## config.mk

```make
export PLATFORM = sky130hd
export DESIGN_NAME = div16by8_iter
export DESIGN_NICKNAME = d
export VERILOG_FILES = /design/src/rtl/div16by8_iter_pkg.sv /design/src/rtl/div16by8_iter_step.sv /design/src/rtl/div16by8_iter.sv
export SDC_FILE = /design/constraint.sdc
export NUM_CORES = 1
export LEC_CHECK = 0
export ABC_CLOCK_PERIOD_IN_PS = 1800
export BUFFER_PORTS_ARGS = -buffer_cell sky130_fd_sc_hd__buf_4
export CORE_ASPECT_RATIO = 0.6
export CORE_MARGIN = 2
export CORE_UTILIZATION = 34
export CTS_CLUSTER_DIAMETER = 80
export DETAILED_ROUTE_END_ITERATION = 16
export GPL_TIMING_DRIVEN = 1
export PLACE_DENSITY_LB_ADDON = 0.3
export SLEW_MARGIN = 20
export SYNTH_ARGS = -nofsm -noshare
export SYNTH_HDL_FRONTEND = slang
export SYNTH_SLANG_ARGS = --single-unit
```

## constraint.sdc

```tcl
create_clock -name clk -period 1.8 [get_ports clk]
set_input_delay 0.18 -clock clk [delete_from_list [all_inputs] [get_ports clk]]
set_output_delay 0.18 -clock clk [all_outputs]
set_load 0.005 [all_outputs]
```

## src/rtl/div16by8_iter_pkg.sv

```systemverilog
// Shared types and constants for the iterative 16/8 restoring divider.
package div_pkg;

   localparam int DW_DEF = 8;

   // Replicated DW times to form the all-ones quotient/remainder on error.
   localparam logic ERR_FILL_BIT = 1'b1;

   typedef enum logic [1:0] {
      S_IDLE = 2'd0,
      S_CALC = 2'd1,
      S_DONE = 2'd2
   } state_e;

endpackage

```

## src/rtl/div16by8_iter_step.sv

```systemverilog
// One combinational restoring-division step: shift in a dividend bit, trial-subtract the divisor.
module div_step
   import div_pkg::*;
#(
   parameter int DW = DW_DEF
) (
   input  logic [DW:0]   rem_i,
   input  logic          bit_i,
   input  logic [DW-1:0] div_i,
   output logic [DW:0]   rem_o,
   output logic          q_o
);

   logic [DW:0] shifted;
   logic        unused_rem_msb;

   // The incoming remainder is always below the divisor, so its top bit is zero.
   assign unused_rem_msb = rem_i[DW];

   always_comb begin
      shifted = {rem_i[DW-1:0], bit_i};
      q_o     = (shifted >= {1'b0, div_i});
      rem_o   = q_o ? (shifted - {1'b0, div_i}) : shifted;
   end

endmodule

```

## src/rtl/div16by8_iter.sv

```systemverilog
// Iterative restoring divider, 2*DW-bit dividend over DW-bit divisor, with valid/ready on both sides.
module div16by8_iter
   import div_pkg::*;
#(
   parameter int DW = DW_DEF
) (
   input  logic            clk,
   input  logic            rst,
   input  logic            s_valid,
   output logic            s_ready,
   input  logic [2*DW-1:0] s_dividend,
   input  logic [DW-1:0]   s_divisor,
   output logic            m_valid,
   input  logic            m_ready,
   output logic [DW-1:0]   m_quot,
   output logic [DW-1:0]   m_rem,
   output logic            m_dbz,
   output logic            m_ovf
);

   localparam int CW = (DW > 1) ? $clog2(DW) : 1;

   state_e        state_q, state_d;
   logic [DW-1:0] div_q, div_d;
   logic [DW-1:0] lo_q, lo_d;
   logic [DW-1:0] quot_q, quot_d;
   logic [DW:0]   rem_q, rem_d;
   logic [CW-1:0] cnt_q, cnt_d;
   logic          dbz_q, dbz_d;
   logic          ovf_q, ovf_d;

   logic [DW:0]   step_rem;
   logic          step_bit;

   div_step #(.DW(DW)) u_step (
      .rem_i (rem_q),
      .bit_i (lo_q[DW-1]),
      .div_i (div_q),
      .rem_o (step_rem),
      .q_o   (step_bit)
   );

   always_comb begin
      // NOTE: every variable gets its hold value first so no path through the case infers a latch.
      state_d = state_q;
      div_d   = div_q;
      lo_d    = lo_q;
      quot_d  = quot_q;
      rem_d   = rem_q;
      cnt_d   = cnt_q;
      dbz_d   = dbz_q;
      ovf_d   = ovf_q;

      unique case (state_q)
         S_IDLE: begin
            if (s_valid) begin
               div_d   = s_divisor;
               lo_d    = s_dividend[DW-1:0];
               rem_d   = {1'b0, s_dividend[2*DW-1:DW]};
               cnt_d   = CW'(DW - 1);
               quot_d  = '0;
               dbz_d   = (s_divisor == '0);
               ovf_d   = (s_divisor != '0) && (s_dividend[2*DW-1:DW] >= s_divisor);
               if (dbz_d || ovf_d) begin
                  quot_d = {DW{ERR_FILL_BIT}};
                  rem_d  = {1'b0, {DW{ERR_FILL_BIT}}};
               end
               state_d = S_CALC;
            end
         end
         S_CALC: begin
            // Error results were fully formed at accept; spend one cycle and present them.
            if (dbz_q || ovf_q) begin
               state_d = S_DONE;
            end else begin
               rem_d  = step_rem;
               quot_d = {quot_q[DW-2:0], step_bit};
               lo_d   = {lo_q[DW-2:0], 1'b0};
               if (cnt_q == '0) begin
                  state_d = S_DONE;
               end else begin
                  cnt_d = cnt_q - CW'(1);
               end
            end
         end
         S_DONE: begin
            if (m_ready) begin
               state_d = S_IDLE;
            end
         end
         default: state_d = S_IDLE;
      endcase
   end

   // NOTE: state uses non-blocking assignments so every register samples pre-edge values.
   // NOTE: all registers are reset, so a discarded in-flight result never leaks to m_*.
   always_ff @(posedge clk or posedge rst) begin
      if (rst) begin
         state_q <= S_IDLE;
         div_q   <= '0;
         lo_q    <= '0;
         quot_q  <= '0;
         rem_q   <= '0;
         cnt_q   <= '0;
         dbz_q   <= 1'b0;
         ovf_q   <= 1'b0;
      end else begin
         state_q <= state_d;
         div_q   <= div_d;
         lo_q    <= lo_d;
         quot_q  <= quot_d;
         rem_q   <= rem_d;
         cnt_q   <= cnt_d;
         dbz_q   <= dbz_d;
         ovf_q   <= ovf_d;
      end
   end

   assign s_ready = (state_q == S_IDLE);
   assign m_valid = (state_q == S_DONE);
   assign m_quot  = quot_q;
   assign m_rem   = rem_q[DW-1:0];
   assign m_dbz   = dbz_q;
   assign m_ovf   = ovf_q;

endmodule

```

# [After elaboration in Yosys (flattened, before gate mapping)]
# Cells that the tools add are included.
# Widths: inputs -> output; s select.
[word_totals] regBits=39 elab_cells=52
[classes] eq_ne=7 mux=21 add_sub_neg=2 magnitude_cmp=2 reduce_logical=12
[op_table] operator="$mux 8" n=9
[op_table] operator="$pmux 8 s2" n=3
[op_table] operator="$ge 9x8->1" n=1
[op_table] operator="$mux 3" n=3
[op_table] operator="$ge 8x8->1" n=1
[op_table] operator="$logic_not 8->1" n=1
[op_table] operator="$mux 2" n=4
[op_table] operator="$reduce_bool 8->1" n=1
[op_table] operator="$sub 8x8->8" n=1
[op_table] operator="$ne 2x2->1 const B" n=3
[op_table] operator="$pmux 2 s3" n=1
[op_table] operator="$pmux 3 s2" n=1
[op_table] operator="$reduce_and 3->1" n=2
[op_table] operator="$reduce_and 4->1" n=1
[op_table] operator="$logic_not 3->1" n=1
[op_table] operator="$ne 3x3->1 const B" n=1
[op_table] operator="$sub 3x1->3 const B" n=1
[op_table] operator="$eq 2x1->1 const B" n=1
[op_table] operator="$eq 2x2->1 const B" n=1
[op_table] operator="$logic_not 2->1" n=1
[op_table] operator="$logic_or 1x1->1" n=2
[op_table] operator="$ne 2x1->1 const B" n=1
[op_table] operator="$reduce_and 2->1" n=1
[op_table] operator="$reduce_bool 2->1" n=1
[op_table] operator="$logic_and 1x1->1" n=1

# [Depth between registers and ports, before layout]
[depth] word_depth=6 mapped_depth=8 depth_no_buf=8

# [Modules after synthesis]
# From an unflattened synthesis, not the netlist that was laid out.
[hier_totals] hier_cells=290 area_unflattened_um2=2588.7
[modules_own_cells] mod="div16by8_iter" cells_per_inst=214 instances=1 seq_area_each_um2=1001.0 area_each_um2=2042.0
[modules_own_cells] mod="div_step" cells_per_inst=76 instances=1 seq_area_each_um2=0.0 area_each_um2=546.8

# [Worst setup path before layout]
# No wires, ideal clock.
[synth_path] kind="reg2reg" from="reg rem_q[6]" to="reg rem_q[1]" setup_ps=73 synth_period_minus_slack_ps=1883 path_buffers=1 t_arrival_ps=1810 required_ps=1727 slack_ps=-83 stages_incl_launch_ff=8 cell_sequence="dfrtp_1 ha_1 a211oi_2 o211ai_1 a21o_1 buf_6 mux2_4 a21oi_2"
[synth_between] elab_chain_cells=4
[synth_lines] item="start, declared" line_no="div16by8_iter.sv:27" rtl="logic [DW:0] rem_q, rem_d;"
[synth_lines] item="start signal, assigned" line_no="div16by8_iter.sv:112" rtl="rem_q <= rem_d;"
[synth_lines] item="$ge 9x8->1" line_no="div16by8_iter_step.sv:22" rtl="q_o = (shifted >= {1'b0, div_i});"
[synth_lines] item="$mux 8" line_no="div16by8_iter_step.sv:23" rtl="rem_o = q_o ? (shifted - {1'b0, div_i}) : shifted;"
[synth_lines] item="$mux 8" line_no="div16by8_iter.sv:73" rtl="if (dbz_q || ovf_q) begin"
[synth_lines] item="$pmux 8 s2" line_no="div16by8_iter.sv:54" rtl="unique case (state_q)"
# Every way passes these cells. The select of a mux whose other input is x is not followed.
# A chain may end at the register's enable or synchronous reset.

# [Worst setup path after layout]
[layout_path] from="reg rem_q[6]" to="reg rem_q[4]"
# Same word-level chain as after synthesis.

==> results.json <==
{
  "outcome": "finished with violations",
  "violations": "negative setup slack",
  "grt_pass1_wl_mm": 10.41,
  "power_leakage_nw": 1.585,
  "nNetsFinal": 400,
  "grt_use_total_pct": 17.49,
  "grt_pass1_vias": 2027,
  "cts_buffers": 5,
  "syn_nets": 320,
  "antenna_cells": 0,
  "ioPinCount": 48,
  "max_slew_margin_pct": 65.17,
  "hp-class": "input port to async pin",
  "synthArstFlopShare_pct": 100.0,
  "worst_slew_pin_slew_ns": 0.5224,
  "max_freq_mhz": 513.2,
  "synth_flop_cell": "dfrtp_1",
  "drv_cap": 0,
  "crit_path_end": "rem_q[4]$_DFFE_PP0P_",
  "syn_inst": 273,
  "ys_seq_elements": 39,
  "hold_ws_ns": 0.02429,
  "dp.cells": 430,
  "worst_slack_ns": -0.1485,
  "cts_max_path_buffers": 2,
  "drive_gt1_share_pct": 31.92,
  "start_util_pct": 35.21,
  "r2r_cells": 7,
  "slowest_stage": "dfrtp_1",
  "arrival_ns": 2.11,
  "antenna_found_initial": 0,
  "mostFrequentLayoutCell": "buf_4",
  "stdcell_count": 441,
  "dieArea_um2": 7649,
  "routed-via-count": 2265,
  "wl_per_cell_um": 15.03,
  "seq_area_frac_synth_pct": 41.34,
  "htreeDepth": 2,
  "die_h_um": 68.55,
  "gp_congestion": 0.8504,
  "cp.required_ns": 1.96,
  "first_pass_iters": 7,
  "dp_hpwl_mm": 5.096,
  "finalSetupTns_ns": -1.027,
  "peakVddDrop_uv": 762.3,
  "pre_cts_slack_ns": -0.1708,
  "cts_tree": "yes",
  "postRouteAntennaNets": 0,
  "core.rowCount": 23,
  "layout_common_cells": "81 x buf_4, 48 x nand2_1, 39 x dfrtp_1",
  "fin_skew_ns": 0.006813,
  "drt_wl_total_mm": 6.627,
  "setup_viol": 9,
  "r2r_setup_slack_ns": -0.15,
  "via_per_inst": 5.136,
  "tritoncts_num_sinks": 39,
  "ys_types": 42,
  "portBuffers": 47,
  "cts_root_buf": "clkbuf_16",
  "worst-setup-path-type": "flop to flop",
  "fin_crit_sh_pct": 108.2,
  "final_hold_viol_count": 0,
  "synth_enable_flop_cells": 0,
  "path_cells": "ha_4, nand3_4, o211ai_1, a21o_1, buf_12, mux2i_2, a21oi_1",
  "ys_warn_count": 0,
  "powerDensity_nw_per_um2": 2132,
  "drt-initial-drc-count": 148,
  "total_power_mw": 7.207,
  "slew_viol_final": 0,
  "cpPeakStageDelay_ns": 0.42,
  "drc_errors": 0,
  "clock_latency_ns": 0.29,
  "crit_fanout": 6,
  "min_period_ns": 1.948,
  "r2r_start": "rem_q[6]$_DFFE_PP0P_",
  "timing.rr.end": "rem_q[4]$_DFFE_PP0P_",
  "grt_start_max_net_pins": 40,
  "grt_setup_unrepaired": "true",
  "start_kind": "flop",
  "syn_area_um2": 2361,
  "core_um2": 6705,
  "grt-ovfl-total": 0,
  "avgSynthCellArea_um2": 8.648,
  "die_w_um": 111.6,
  "synthToLayoutAreaGrowth_pct": 43.19,
  "crit_path_end_kind": "flop",
  "clk_pin_slew_ns": 0.06,
  "cp-startpoint": "rem_q[6]$_DFFE_PP0P_"
}
-- per-layer routing --
metal | wire [um] | global-route usage [%] | part of all wire, % | vias to the layer above
li1 | - | - | - | 1119
met1 | 3614 | 27.51 | 55 | 1068
met2 | 2560 | 24.39 | 39 | 74
met3 | 429 | 3.934 | 6.5 | 4
met4 | 23 | 3.086 | 0.35 | 0
met5 | 0 | 0 | 0 | -
-- critical path, delay by kind of cell, from the launching register on --
kind,cells,cell delay [ns]
buf+inv,1,0.15
simple gates,1,0.08
mux,1,0.19
flops,1,0.42
compound gates,3,0.67
fa+ha+maj,1,0.32
-- flip-flops by register name, summed over array words and instances (netlist names) --
signal,count
div_q,8
m_ovf,1
state_q,2
rem_q,8
lo_q,8
m_dbz,1
m_quot,8
cnt_q,3
-- cells by family after synthesis --
logic type / count (synthesis) / synth area share [%]
AOI/OAI and AO/OA: 73 / 19.98
xor gates and xnor gates: 3 / 1.113
adders and majority gates: 19 / 10.39
buffers and inverters: 33 / 5.670
DFF: 39 / 41.34
muxes: 8 / 3.709
and+or+nand+nor: 98 / 17.81
-- worst min path at each step --
stage	start	endpoint	slack (ns)	depth (start not counted)
detailed placement	rst	m_quot[3]$_DFFE_PP0P_	0.35	3
finish	rst	m_quot[3]$_DFFE_PP0P_	0.02	3
global placement	rst	div_q[6]$_DFFE_PP0P_	0.35	3
global route	rst	m_quot[3]$_DFFE_PP0P_	0.09	3
floorplan	s_divisor[0]	div_q[0]$_DFFE_PP0P_	0.29	2
CTS	rst	rem_q[7]$_DFFE_PP0P_	0.05	3
-- report_power, final --
group,internal (mW),leakage (nW),switching (mW)
logic,2.18,1.05,2.27
clock network,0.795,0.0900,0.382
registers,1.31,0.446,0.272
total,4.28,1.58,2.93
-- synth_stat cells, types with 2 or more instances --
cell type / count / area share (%)
inv_1: 23 / 3.7
nor2b_1: 4 / 1.1
dfrtp_1: 39 / 41
ha_1: 18 / 9.5
buf_2: 2 / 0.42
o32ai_1: 8 / 3.0
o21ai_0: 4 / 0.85
nor3_1: 2 / 0.42
a21oi_1: 15 / 3.2
xor2_1: 2 / 0.74
mux2i_1: 5 / 2.1
nand2_1: 49 / 7.8
nand3_1: 5 / 1.1
a31oi_1: 19 / 5.0
a21o_1: 5 / 1.6
nor4_1: 2 / 0.53
nor2_1: 25 / 4.0
clkbuf_1: 6 / 0.95
a211oi_2: 2 / 1.1
o21ai_1: 12 / 2.5
nand4_1: 2 / 0.53
nand2b_1: 4 / 1.1
-- cell type report --
class                   count  area, um^2
clock inverters             3       67.56
multi-input cells         201        1369
well taps                  87       108.9
flip-flops and latches     39       975.9
repair buffers             83       648.1
clock buffers               5       125.1
fillers                   641        3324
inverters                  23       86.33
-- through the flow --
step                area [um^2]  util [%]
finish                     3381     50.42
global route               3381     50.42
CTS                        3362     50.14
detailed placement         3079     45.92
global placement           3079     45.92
floorplan                  2390         -
-- timing repair --
| action | CTS | global route |
|---|---|---|
| endpoints found under the setup margin | 9 | 9 |
| pin swaps | 10 | 5 |
| resized for setup | 13 | 4 |
| buffers inserted | 2 | 2 |
| hold buffers | 0 | 0 |
Note: power is estimated with default switching activity, not from simulation.
